<file path="src/rtl/uart_rx_buffered.sv">
// uart_rx_buffered
//
// Purpose: 8N1 UART receiver with a first-word-fall-through receive FIFO and
// sticky error flags. The rx pin is synchronised with two flops and sampled
// near the middle of each bit. Timing comes from a down-counter that is
// reloaded and compared against zero (terminal count).
//
// Optional build macro: UART_RX_PARITY_EN. It adds even-parity checking and
// the parity_err output.
//
// Ports:
//   clk          system clock
//   rst_n        asynchronous active-low reset
//   rx           serial input (idle high, asynchronous to clk)
//   rd_en        pop request for the FIFO head (ignored when empty)
//   rd_data      FIFO head byte, valid while !empty
//   empty/full   FIFO occupancy status
//   count        FIFO occupancy, 0..BUFFER_SIZE
//   clr_err      one-cycle pulse that clears the sticky error flags
//   overrun_err  sticky: a byte was dropped because the FIFO was full
//   frame_err    sticky: a stop bit was sampled low
//   parity_err   sticky: parity mismatch (UART_RX_PARITY_EN builds only)
//
// state    | meaning
// ---------+--------------------------------------------------------------
// S_IDLE   | line idle, waiting for rx_s low
// S_START  | half-bit wait, then confirm the start bit (high = glitch)
// S_DATA   | sample 8 data bits LSB first, one per bit period
// S_PARITY | sample the parity bit (UART_RX_PARITY_EN only)
// S_STOP   | sample the stop bit; after a low stop, hold until rx_s is high

module uart_rx_buffered #(
    parameter int CLOCK_FREQ  = 50_000_000,
    parameter int BAUD_RATE   = 115200,
    parameter int BUFFER_SIZE = 16
) (
    input  logic                          clk,
    input  logic                          rst_n,
    input  logic                          rx,
    input  logic                          rd_en,
    output logic [7:0]                    rd_data,
    output logic                          empty,
    output logic                          full,
    output logic [$clog2(BUFFER_SIZE):0]  count,
    input  logic                          clr_err,
    output logic                          overrun_err,
    output logic                          frame_err
`ifdef UART_RX_PARITY_EN
    ,output logic                         parity_err
`endif
);

    localparam int CLKS_PER_BIT = CLOCK_FREQ / BAUD_RATE;
    localparam int TW = $clog2(CLKS_PER_BIT + 1);
    localparam int PW = $clog2(BUFFER_SIZE);
    localparam int CW = PW + 1;
    localparam logic [TW-1:0] BIT_RELOAD  = TW'(CLKS_PER_BIT - 1);
    localparam logic [TW-1:0] HALF_RELOAD = TW'(CLKS_PER_BIT / 2 - 1);

    typedef enum logic [2:0] {
        S_IDLE, S_START, S_DATA, S_STOP
`ifdef UART_RX_PARITY_EN
        , S_PARITY
`endif
    } state_t;

    logic            rx_meta_q, rx_s_q;
    state_t          state_q, state_d;
    logic [TW-1:0]   timer_q, timer_d;
    logic [2:0]      bit_cnt_q, bit_cnt_d;
    logic [7:0]      shift_q, shift_d;
    logic            brk_q, brk_d;
    logic            timer_tc;
    logic            push_req;
    logic            frame_set;
    logic            par_bad;

`ifdef UART_RX_PARITY_EN
    logic            par_bad_q, par_bad_d;
    logic            parity_set;
    logic            parity_err_q;
    assign par_bad = par_bad_q;
`else
    assign par_bad = 1'b0;
`endif

    always_ff @(posedge clk or negedge rst_n) begin
        if (!rst_n) begin
            rx_meta_q <= 1'b1;
            rx_s_q    <= 1'b1;
        end else begin
            rx_meta_q <= rx;
            rx_s_q    <= rx_meta_q;
        end
    end

    assign timer_tc = (timer_q == '0);

    always_comb begin
        state_d   = state_q;
        timer_d   = timer_q;
        bit_cnt_d = bit_cnt_q;
        shift_d   = shift_q;
        brk_d     = brk_q;
        push_req  = 1'b0;
        frame_set = 1'b0;
`ifdef UART_RX_PARITY_EN
        par_bad_d  = par_bad_q;
        parity_set = 1'b0;
`endif
        case (state_q)
            S_IDLE: begin
                brk_d     = 1'b0;
                bit_cnt_d = '0;
`ifdef UART_RX_PARITY_EN
                par_bad_d = 1'b0;
`endif
                if (!rx_s_q) begin
                    state_d = S_START;
                    timer_d = HALF_RELOAD;
                end
            end
            S_START: begin
                if (!timer_tc) begin
                    timer_d = timer_q - 1'b1;
                end else if (!rx_s_q) begin
                    state_d = S_DATA;
                    timer_d = BIT_RELOAD;
                end else begin
                    state_d = S_IDLE;
                end
            end
            S_DATA: begin
                if (!timer_tc) begin
                    timer_d = timer_q - 1'b1;
                end else begin
                    shift_d   = {rx_s_q, shift_q[7:1]};
                    bit_cnt_d = bit_cnt_q + 1'b1;
                    timer_d   = BIT_RELOAD;
                    if (bit_cnt_q == 3'd7) begin
`ifdef UART_RX_PARITY_EN
                        state_d = S_PARITY;
`else
                        state_d = S_STOP;
`endif
                    end
                end
            end
`ifdef UART_RX_PARITY_EN
            S_PARITY: begin
                if (!timer_tc) begin
                    timer_d = timer_q - 1'b1;
                end else begin
                    // Even parity: data plus parity bit must XOR to zero.
                    par_bad_d  = ^{shift_q, rx_s_q};
                    parity_set = ^{shift_q, rx_s_q};
                    timer_d    = BIT_RELOAD;
                    state_d    = S_STOP;
                end
            end
`endif
            S_STOP: begin
                // After a low stop bit, hold here until the line returns high
                // so that a break cannot start a new frame.
                if (brk_q) begin
                    if (rx_s_q) begin
                        state_d = S_IDLE;
                    end
                end else if (!timer_tc) begin
                    timer_d = timer_q - 1'b1;
                end else if (rx_s_q) begin
                    push_req = !par_bad;
                    state_d  = S_IDLE;
                end else begin
                    frame_set = 1'b1;
                    brk_d     = 1'b1;
                end
            end
            default: state_d = S_IDLE;
        endcase
    end

    always_ff @(posedge clk or negedge rst_n) begin
        if (!rst_n) begin
            state_q   <= S_IDLE;
            timer_q   <= '0;
            bit_cnt_q <= '0;
            shift_q   <= '0;
            brk_q     <= 1'b0;
`ifdef UART_RX_PARITY_EN
            par_bad_q <= 1'b0;
`endif
        end else begin
            state_q   <= state_d;
            timer_q   <= timer_d;
            bit_cnt_q <= bit_cnt_d;
            shift_q   <= shift_d;
            brk_q     <= brk_d;
`ifdef UART_RX_PARITY_EN
            par_bad_q <= par_bad_d;
`endif
        end
    end

    // Receive FIFO
    logic [7:0]    mem_q [BUFFER_SIZE];
    logic [PW-1:0] wr_ptr_q, rd_ptr_q;
    logic [CW-1:0] count_q, count_d;
    logic          push, pop, overrun_set;
    logic          overrun_q, frame_q;

    assign empty   = (count_q == '0);
    assign full    = (count_q == CW'(BUFFER_SIZE));
    assign count   = count_q;
    assign rd_data = mem_q[rd_ptr_q];

    assign pop  = rd_en && !empty;
    // A pop in the same cycle frees a slot, so a push into a full FIFO is
    // still accepted in that case.
    assign push        = push_req && (!full || pop);
    assign overrun_set = push_req && full && !pop;

    always_comb begin
        count_d = count_q;
        case ({push, pop})
            2'b10:   count_d = count_q + 1'b1;
            2'b01:   count_d = count_q - 1'b1;
            default: count_d = count_q;
        endcase
    end

    always_ff @(posedge clk or negedge rst_n) begin
        if (!rst_n) begin
            for (int i = 0; i < BUFFER_SIZE; i++) begin
                mem_q[i] <= '0;
            end
            wr_ptr_q <= '0;
            rd_ptr_q <= '0;
            count_q  <= '0;
        end else begin
            if (push) begin
                mem_q[wr_ptr_q] <= shift_q;
                wr_ptr_q        <= wr_ptr_q + 1'b1;
            end
            if (pop) begin
                rd_ptr_q <= rd_ptr_q + 1'b1;
            end
            count_q <= count_d;
        end
    end

    // Sticky flags: a new event wins over a simultaneous clear.
    always_ff @(posedge clk or negedge rst_n) begin
        if (!rst_n) begin
            overrun_q <= 1'b0;
            frame_q   <= 1'b0;
        end else begin
            overrun_q <= overrun_set | (overrun_q & ~clr_err);
            frame_q   <= frame_set | (frame_q & ~clr_err);
        end
    end

    assign overrun_err = overrun_q;
    assign frame_err   = frame_q;

`ifdef UART_RX_PARITY_EN
    always_ff @(posedge clk or negedge rst_n) begin
        if (!rst_n) begin
            parity_err_q <= 1'b0;
        end else begin
            parity_err_q <= parity_set | (parity_err_q & ~clr_err);
        end
    end

    assign parity_err = parity_err_q;
`endif

endmodule

</file>
<file path="config.mk">
export PLATFORM = sky130hd
export DESIGN_NAME = uart_rx_buffered
export DESIGN_NICKNAME = d
export VERILOG_FILES = /design/src/rtl/uart_rx_buffered.sv
export SDC_FILE = /design/constraint.sdc
export NUM_CORES = 1
export LEC_CHECK = 0
export BUFFER_PORTS_ARGS = -buffer_cell sky130_fd_sc_hd__buf_2
export CAP_MARGIN = 20
export CORE_UTILIZATION = 50
export CTS_BUF_LIST = sky130_fd_sc_hd__clkbuf_16
export DETAILED_ROUTE_END_ITERATION = 10
export GPL_TIMING_DRIVEN = 0
export PLACE_DENSITY_LB_ADDON = 0.25
export SYNTH_ARGS = -nofsm -noshare
export SYNTH_HDL_FRONTEND = slang
export SYNTH_SLANG_ARGS = --single-unit
</file>
<file path="constraint.sdc">
create_clock -name clk -period 3.65 [get_ports clk]
set_clock_uncertainty 0.15 [all_clocks]
set_input_delay 0.1825 -clock clk [delete_from_list [all_inputs] [get_ports clk]]
set_output_delay 0.1825 -clock clk [all_outputs]
set_load 0.02 [all_outputs]
</file>
==> impl_metrics.yaml, run 1 <==
outcome:
  run_status: "finished, final reports clean"
final_layout:
  area_delta_synth_final_pct: 12.82
  drive_above_1_share_pct: 42.11
  fin_cells: 867
  seq_area_um2: 4207
  layout_commonest_cell: "dfrtp_1"
  layout.nets: 656
  mostFrequentLayoutCells: "166 x dfrtp_1, 125 x mux2_2, 40 x mux4_2, 27 x buf_2, 22 x clkbuf_1"
  fin_area_um2: 9569
  fillCellCount: 1330
  multi_input_area_um2: 4091
drt:
  top_layer_used: "met4"
  route.vias.total: 5164
  drt_iter0_markers: 261
  route.met2.wl_um: 9112
  postRouteAntennaNets: 0
  drc: 0
  avgRoutedWirePerCell_um: 21.07
  vias_per_cell: 5.956
  firstDrtPassIters: 4
  wl_met1_um: 8252
  wl_met3_um: 656
  wl_um: 18270
sta:
  setup_viol: 0
  fmax_ghz: 0.2986
  fin_ws_ps: 300.5
  tightest_slew_ps: 882.4
  min_period_ps: 3350
  final.period_utilization_pct: 91.77
  rsz0062_at_grt: "no"
  hold_slack_ps: 83.73
  hold_violations: 0
  drv_slew: 0
  relSlewSlack_pct: 41.18
clock_tree:
  cts_buffers: 17
  cts_max_path_buffers: 2
  clkLatencyLatePin_ps: 430
  cts_root_buf: "clkbuf_16"
  h-tree-depth: 4
  cts_tree: "yes"
  cts_sinks: 168
  clk_pin_slew_ps: 70
placed_design:
  dpl_cell_area_um2: 8900
  port-buffer-count: 21
  place_congestion: 0.8145
  place_inst: 830
  dp_hpwl_um: 12260
  pre_cts_ws_ps: -146.2
power_and_ir_drop:
  power.leakage_nw: 4.579
  ir_worst_vdd_v: 0.0003613
  total_power_mw: 4.666
  p_per_area_nw_per_um2: 487.6
synthesis:
  syn_inst: 588
  yosysSeqAreaShare_pct: 49.59
  synth-main-ff-cell: "dfrtp_1"
  synth.distinct_cells: 69
  synth_area_leaders: "dfrtp_1 49%, mux2_2 17%, mux4_2 11%, ha_1 2.7%, mux2_1 1.5%"
  ys_seq_elements: 168
  synth_top_area_share_pct: 48.97
  syn_nets: 611
  synth_area_per_cell_um2: 14.42
  synth_area_um2: 8482
  synth_warnings: 0
  synthArstFlopShare_pct: 100.0
  synth_area_leader_cell: "dfrtp_1"
  synth_edf_count: 0
setup_path:
  worstSetupEndpointType: "primary output"
  cp-start-kind: "flip-flop"
  worstPathRequired_ps: 3320
  critPathKind: "flip-flop to primary output"
  worst_r2r_startpoint: "timer_q[3]"
  cp.arrival_ps: 3020
  cp_max_fo: 10
  startpoint: "rd_ptr_q[0]"
die:
  dieArea_um2: 17490
  core.rowCount: 47
  boundaryPins: 22
  die_x_um: 132.2
  fp.coreArea_um2: 16580
  initial_core_util_pct: 51.15
  die_height_um: 132.2
grt:
  antenna_found_initial: 1
  grt_first_pass_wirelength_um: 29870
  first_global_vias: 5297
  grt.total_usage_pct: 22.81
  grt_start_max_net_pins: 124
  grt_overflow_total: 0
min_path:
  hp-class: "input port to asynchronous set/reset pin"
run:
  drv_cap: 0
final timing paths:
kind                                     to  slack (ps)  depth (start not counted)
worst max-delay path             rd_data[0]         300                          5
worst min-delay path             timer_q[3]          80                          2
worst max register to register     count[4]         320                         12
worst min register to register       rx_s_q         210                          0
max in group asynchronous        shift_q[2]        2340                          3
min in group clk                overrun_err          90                          3
routing by layer:
metal | global-route usage [%] | vias to the layer above
met5 | 0 | -
met4 | 6.897 | 0
met3 | 4.729 | 16
met2 | 36.83 | 94
met1 | 31.28 | 2742
li1 | - | 2312
kinds of logic (layout without fill, tap and decap cells):
group	Yosys count	in the layout	synth area share, %
adders and majority gates	18	18	2.655
buffers and inverters	49	107	2.508
muxes	184	184	30.09
AOI/OAI and AO/OA	61	61	5.606
DFF	168	168	49.59
xor gates and xnor gates	12	12	1.239
and+or+nand+nor	96	96	8.305
other	0	1	0
final cells by class:
| cell class | instances | area share, % |
|---|---|---|
| multi-input combinational | 371 | 42.76 |
| tap | 220 | 2.877 |
| antenna | 1 | 0.02615 |
| timing repair buffer | 26 | 1.883 |
| inverter | 14 | 0.5492 |
| clock buffer | 17 | 4.446 |
| clock inverter | 15 | 1.831 |
| sequential | 168 | 43.96 |
| buffer | 35 | 1.674 |
Yosys cell counts, drive strengths merged, types with 2 or more instances:
cell type and count:
nor4 6, nand2 24, nand2b 7, o31ai 3, dfstp 2, nand3 5
dfrtp 166, xor2 4, clkbuf 23, a32oi 2, o31a 2, buf 12
a211oi 4, nor2b 4, a21oi 7, or4 4, mux2 144, nor2 13
o21a 2, xnor2 8, o221ai 2, o21ai 9, o311a 3, a22o 4
nand4 4, nor3 12, a41oi 2, or3 4, inv 14, nor3b 3
ha 18, or2 2, nand3b 2, o22a 2, mux4 40, and3 2
a31oi 5
registers in the layout (all words and copies together) (netlist names):
signal and cells:
bit_cnt_q 3, brk_q 1, count 5, frame_err 1, mem_q 128, overrun_err 1
rd_ptr_q 4, rx_meta_q 1, rx_s_q 1, shift_q 8, state_q 2, timer_q 9
wr_ptr_q 4
worst max-delay path, stage by stage, from the launching register on:
cell	delay, ps
dfrtp_1	350
clkbuf_1	480
buf_2	470
mux4_2	600
mux4_2	510
buf_2	180
repair_timing:
| action | 4_1_cts | 5_1_grt |
|---|---|---|
| pin swaps | 1 | 0 |
| endpoints found under the hold margin | 57 | 0 |
| hold buffers | 3 | 0 |
| gates resized for setup | 1 | 6 |
| endpoints found under the setup margin | 1 | 1 |
| setup buffers | 1 | 0 |
metrics by stage:
stage	setup TNS, ps	util, %
2_1_floorplan	0	-
3_3_place_gp	-23180	53.44
4_1_cts	0	57.54
3_5_place_dp	-146.2	53.67
5_1_grt	0	57.69
6_report	0	57.70
report_power, final:
part	switching, mW	total (mW)	internal [mW]	leakage (nW)
clock	0.755	1.83	1.08	0.288
combinational	0.534	0.869	0.335	1.99
sequential	0.0465	1.96	1.92	2.30
(Power assumes the default switching activity.)
==> run 2, diff against run 1 <==
--- a/config.mk
+++ b/config.mk
@@ -5,11 +5,12 @@
 export SDC_FILE = /design/constraint.sdc
 export NUM_CORES = 1
 export LEC_CHECK = 0
-export BUFFER_PORTS_ARGS = -buffer_cell sky130_fd_sc_hd__buf_2
+export ABC_AREA = 1
 export CAP_MARGIN = 20
 export CORE_UTILIZATION = 50
 export CTS_BUF_LIST = sky130_fd_sc_hd__clkbuf_16
 export DETAILED_ROUTE_END_ITERATION = 10
+export DONT_BUFFER_PORTS = 1
 export GPL_TIMING_DRIVEN = 0
 export PLACE_DENSITY_LB_ADDON = 0.25
 export SYNTH_ARGS = -nofsm -noshare
==> impl_metrics.yaml, run 2 <==
sta:
  setup_viol: 0
  tightest_slew_ps: 934.6
  final.period_utilization_pct: 91.30
  hold_slack_ps: -708.9
  relSlewSlack_pct: 37.46
  hold_violations: 168
  drv_slew: 0
  fmax_ghz: 0.3001
  fin_ws_ps: 317.6
  rsz0062_at_grt: "no"
  min_period_ps: 3332
  setup_tns_ps: 0
final_layout:
  multi_input_area_um2: 4134
  drive_above_1_share_pct: 5.250
  antenna_cells: 0
  fillCellCount: 1645
  utilization_pct: 56.51
  largest_reg_flops: 128
  mostFrequentLayoutCells: "355 x nand2_1, 166 x dfrtp_1, 135 x nand4_1, 108 x nor2_1, 86 x o21ai_0"
  regMostFlops: "mem_q"
  layout_commonest_cell: "nand2_1"
  area_delta_synth_final_pct: 9.799
  layout.nets: 1192
  largestRegisters: "mem_q: 128 flops, timer_q: 9 flops, shift_q: 8 flops"
  seq_area_um2: 4207
placed_design:
  place_congestion: 0.9453
  pre_cts_ws_ps: 344.3
  dp_hpwl_um: 19250
  port-buffer-count: 0
run:
  drv_cap: 0
synthesis:
  synth_area_leader_cell: "dfrtp_1"
  synth_top_area_share_pct: 46.34
  synth-main-ff-cell: "dfrtp_1"
  synth_common_cells: "355 x nand2_1, 166 x dfrtp_1, 135 x nand4_1"
  synth_compound_area_share_pct: 8.892
  synth_edf_count: 0
  yosysSeqAreaShare_pct: 46.93
  synth_warnings: 0
  synth_top_family_by_area: "simple AND/OR/NAND/NOR gates"
  synth_xor_area_share_pct: 1.075
  synthAdderAreaFrac_pct: 2.513
  synthArstFlopShare_pct: 100.0
  ys_seq_elements: 168
  syn_nets: 1170
  syn_inst: 1147
  synth.distinct_cells: 32
  synth_area_per_cell_um2: 7.815
  yosys.area_share.simple_pct: 33.51
  synth_area_um2: 8964
  synthMuxAreaShare_pct: 0.1256
  synth_area_leaders: "dfrtp_1 46%, nand2_1 15%, nand4_1 9.4%, o21ai_0 4.8%, nor2_1 4.5%"
  yosysMostFrequentCell: "nand2_1"
drt:
  drc: 0
  vias_per_cell: 6.053
  postRouteAntennaNets: 0
  avgRoutedWirePerCell_um: 20.36
  drt_iter0_markers: 1196
  wl_um: 28630
  firstDrtPassIters: 8
  route.vias.total: 8511
setup_path:
  critPathKind: "flip-flop to flip-flop"
  worstSetupEndpointType: "flip-flop"
  worstPathRequired_ps: 3830
  cp_max_fo: 10
  cp-start-kind: "flip-flop"
  cp.arrival_ps: 3510
die:
  initial_core_util_pct: 51.47
  fp.coreArea_um2: 17420
  dieArea_um2: 18470
  core.rowCount: 48
  die_x_um: 135.9
  die_height_um: 135.9
  boundaryPins: 22
clock_tree:
  post_cts_resize_count: 0
  post_cts_buffers: 0
  cts_max_path_buffers: 2
  h-tree-depth: 4
  cts_tree: "yes"
  cts_sinks: 168
  cts_hold_buf: 3
  clkLatencyLatePin_ps: 430
  cts_buffers: 17
  cts_root_buf: "clkbuf_16"
  clk_pin_slew_ps: 70
grt:
  grt_overflow_total: 0
  antenna_found_initial: 0
  first_global_vias: 7859
  grt.total_usage_pct: 32.28
  grtUsageMet3_pct: 6.898
  grt_first_pass_wirelength_um: 44100
  met1_usage_pct: 44.67
  grt_start_max_net_pins: 169
  top_usage_layer: "met2"
  met2_usage_pct: 49.26
outcome:
  run_status: "finished with violations"
  violations: "negative hold slack"
power_and_ir_drop:
  total_power_mw: 5.708
  power.leakage_nw: 4.978
  ir_worst_vdd_v: 0.0004787
  p_per_area_nw_per_um2: 580.0
min_path:
  hp-class: "input port to asynchronous set/reset pin"
-- run 2: where the power goes --
| group | internal (mW) | switching (mW) | total [mW] |
|---|---|---|---|
| registers | 1.92 | 0.0893 | 2.00 |
| clock network | 1.05 | 0.741 | 1.79 |
| logic | 0.501 | 1.41 | 1.91 |
| total | 3.47 | 2.24 | 5.71 |
-- run 2: cell families after synthesis --
family | Yosys count
muxes | 1
AOI/OAI and AO/OA | 140
and+or+nand+nor | 661
adders and majority gates | 18
xor gates and xnor gates | 11
DFF | 168
buffers and inverters | 148
-- run 2: cell type report --
type / instances / share of cell area [%]
flip-flops and latches: 168 / 42.74
multi-input cells: 831 / 42.00
clock buffers: 17 / 4.322
plain buffers: 89 / 4.081
well taps: 225 / 2.860
inverters: 59 / 2.250
clock inverters: 14 / 1.437
repair buffers: 3 / 0.3051
-- run 2: critical path, stage by stage, from the launching register on --
cell and delay (ps):
dfrtp_1 380, inv_1 120, ha_1 200, inv_1 50, nor2_1 90, nand2_1 90
nor2_4 220, nand3_2 160, nor2_4 280, buf_6 230, inv_1 100, ha_1 280
ha_1 350, inv_1 60, o21bai_1 150, inv_1 70, nand3_1 80, nand2_1 50
nand2_1 60, nand2_1 50
-- run 2: final timing paths --
path                            start         to  slack (ps)  cells after the start
setup / recovery           timer_q[0]   count[4]         320                     19
hold / removal                  rst_n   count[1]        -710                      0
setup reg to reg           timer_q[0]   count[4]         320                     19
hold reg to reg             rx_meta_q     rx_s_q         210                      0
max in group asynchronous       rst_n     rx_s_q        3730                      0
min in group clk                   rx  rx_meta_q         140                      1
-- run 2: routing by layer --
metal,wire length [um],share of wire [%]
met5,0,0
met4,1006,3.5
met1,12010,42
met2,12800,45
met3,2811,9.8
-- run 2: per-stage QoR --
step,cells,cell area (um2)
finish,1406,9842
global route,1406,9842
CTS,1406,9842
detailed placement,1372,9245
global placement,1372,9245
floorplan,1147,8964
==> run 3, diff against run 2 <==
--- a/config.mk
+++ b/config.mk
@@ -7,6 +7,7 @@
 export LEC_CHECK = 0
 export ABC_AREA = 1
 export CAP_MARGIN = 20
+export CORE_MARGIN = 1.5
 export CORE_UTILIZATION = 50
 export CTS_BUF_LIST = sky130_fd_sc_hd__clkbuf_16
 export DETAILED_ROUTE_END_ITERATION = 10
==> constraint.sdc (replaced) <==
create_clock -name clk -period 3.1 [get_ports clk]
set_clock_uncertainty 0.15 [all_clocks]
set_input_delay 0.155 -clock clk [delete_from_list [all_inputs] [get_ports clk]]
set_output_delay 0.155 -clock clk [all_outputs]
set_load 0.02 [all_outputs]
==> impl_metrics.yaml, run 3 (synthesized netlist as in run 2, its figures left out) <==
outcome:
  run_status: "finished with violations"
  violations: "negative hold slack"
final_layout:
  fin_area_um2: 9976
  area_delta_synth_final_pct: 11.29
  regMostFlops: "mem_q"
  fillCellCount: 1643
  mostFrequentLayoutCells: "355 x nand2_1, 166 x dfrtp_1, 135 x nand4_1, 108 x nor2_1, 86 x o21ai_0"
  layout_commonest_cell: "nand2_1"
  largest_reg_flops: 128
  drive_above_1_share_pct: 6.751
  fin_cells: 1410
  layout.nets: 1195
  antenna_cells: 0
  largestRegisters: "mem_q: 128 flops, timer_q: 9 flops, shift_q: 8 flops"
die:
  fp.coreArea_um2: 17420
  core.rowCount: 48
  boundaryPins: 22
  initial_core_util_pct: 51.47
  die_x_um: 136.9
  die_height_um: 136.9
  dieArea_um2: 18740
sta:
  relSlewSlack_pct: 41.20
  min_period_ps: 3036
  setup_viol: 0
  tightest_slew_ps: 881.9
  hold_violations: 168
  hold_slack_ps: -740.0
  rsz0062_at_grt: "yes"
  drv_slew: 0
  fin_ws_ps: 63.75
  final.period_utilization_pct: 97.94
  fmax_ghz: 0.3294
grt:
  grt_overflow_total: 0
  grt.total_usage_pct: 32.56
  antenna_found_initial: 0
  grt_first_pass_wirelength_um: 45170
  grt_start_max_net_pins: 169
  first_global_vias: 8121
clock_tree:
  cts_max_path_buffers: 2
  cts_buffers: 17
  h-tree-depth: 4
  cts_tree: "yes"
  cts_hold_buf: 3
  cts_sinks: 168
  cts_root_buf: "clkbuf_16"
  clkLatencyLatePin_ps: 440
  clk_pin_slew_ps: 60
min_path:
  hp-class: "input port to asynchronous set/reset pin"
setup_path:
  cp-start-kind: "flip-flop"
  cp.arrival_ps: 2730
  worstPathRequired_ps: 2790
  cp_max_fo: 10
  worstSetupEndpointType: "primary output"
  critPathKind: "flip-flop to primary output"
drt:
  wl_um: 29400
  drc: 0
  postRouteAntennaNets: 0
  firstDrtPassIters: 7
  avgRoutedWirePerCell_um: 20.85
  drt_iter0_markers: 1161
  route.vias.total: 8679
  vias_per_cell: 6.155
power_and_ir_drop:
  total_power_mw: 6.995
  power.leakage_nw: 5.036
  p_per_area_nw_per_um2: 701.2
  ir_worst_vdd_v: 0.0005596
placed_design:
  place_inst: 1372
  dp_hpwl_um: 19340
  port-buffer-count: 0
  place_congestion: 0.9424
  dpl_cell_area_um2: 9245
  pre_cts_ws_ps: -215.1
run:
  drv_cap: 0
-- run 3: routing by layer --
layer	wire, um	vias to the layer above	part of all wire, %	track usage [%]
met3	3055	112	10	9.407
met1	12070	4152	41	43.71
met5	0	-	0	0
met2	12930	496	44	48.69
li1	-	3919	-	-
met4	1344	0	4.6	15.03
-- run 3: layout make-up --
class                   count  area [um2]  share of cell area (%)
multi-input cells         831        4159                   41.69
repair buffers              7       60.06                  0.6020
plain buffers              88       412.9                   4.139
inverters                  59       221.5                   2.220
flip-flops and latches    168        4207                   42.17
clock inverters            15       209.0                   2.095
clock buffers              17       425.4                   4.264
well taps                 225       281.5                   2.822
-- run 3: stage by stage --
step                      util [%]  setup TNS, ps
after floorplan                  -              0
after global placement       53.08         -330.5
after detailed placement     53.08         -424.8
after CTS                    56.95         -63.58
after global routing         57.28         -110.1
final                        57.28              0
-- run 3: what timing repair did --
item | in CTS | in global routing
endpoints found under the hold margin | 172 | 168
pin swaps | 1 | 2
setup buffers | 1 | 3
endpoints found under the setup margin | 8 | 9
resized for setup | 2 | 13
-- run 3: critical path, cell delays in order (launching register included) --
cell	delay (ps)
dfrtp_1	360
clkbuf_1	330
clkbuf_1	640
o21ai_0	210
o211ai_1	390
nand3_1	160
nand2_1	200
-- run 3: power breakdown --
group / total (mW) / switching [mW] / internal, mW
Combinational: 2.28 / 1.68 / 0.595
Clock: 2.33 / 0.914 / 1.42
Sequential: 2.39 / 0.133 / 2.25
-- run 3: final timing paths --
kind | startpoint | end | slack [ps] | cells past startpoint
worst max-delay path | rd_ptr_q[0] | rd_data[4] | 60 | 6
max in group asynchronous | rst_n | mem_q[42] | 3210 | 0
worst max register to register | timer_q[1] | count[4] | 130 | 20
min in group clk | rd_en | wr_ptr_q[1] | 80 | 5
worst min-delay path | rst_n | count[1] | -740 | 0
worst min register to register | rx_meta_q | rx_s_q | 210 | 0
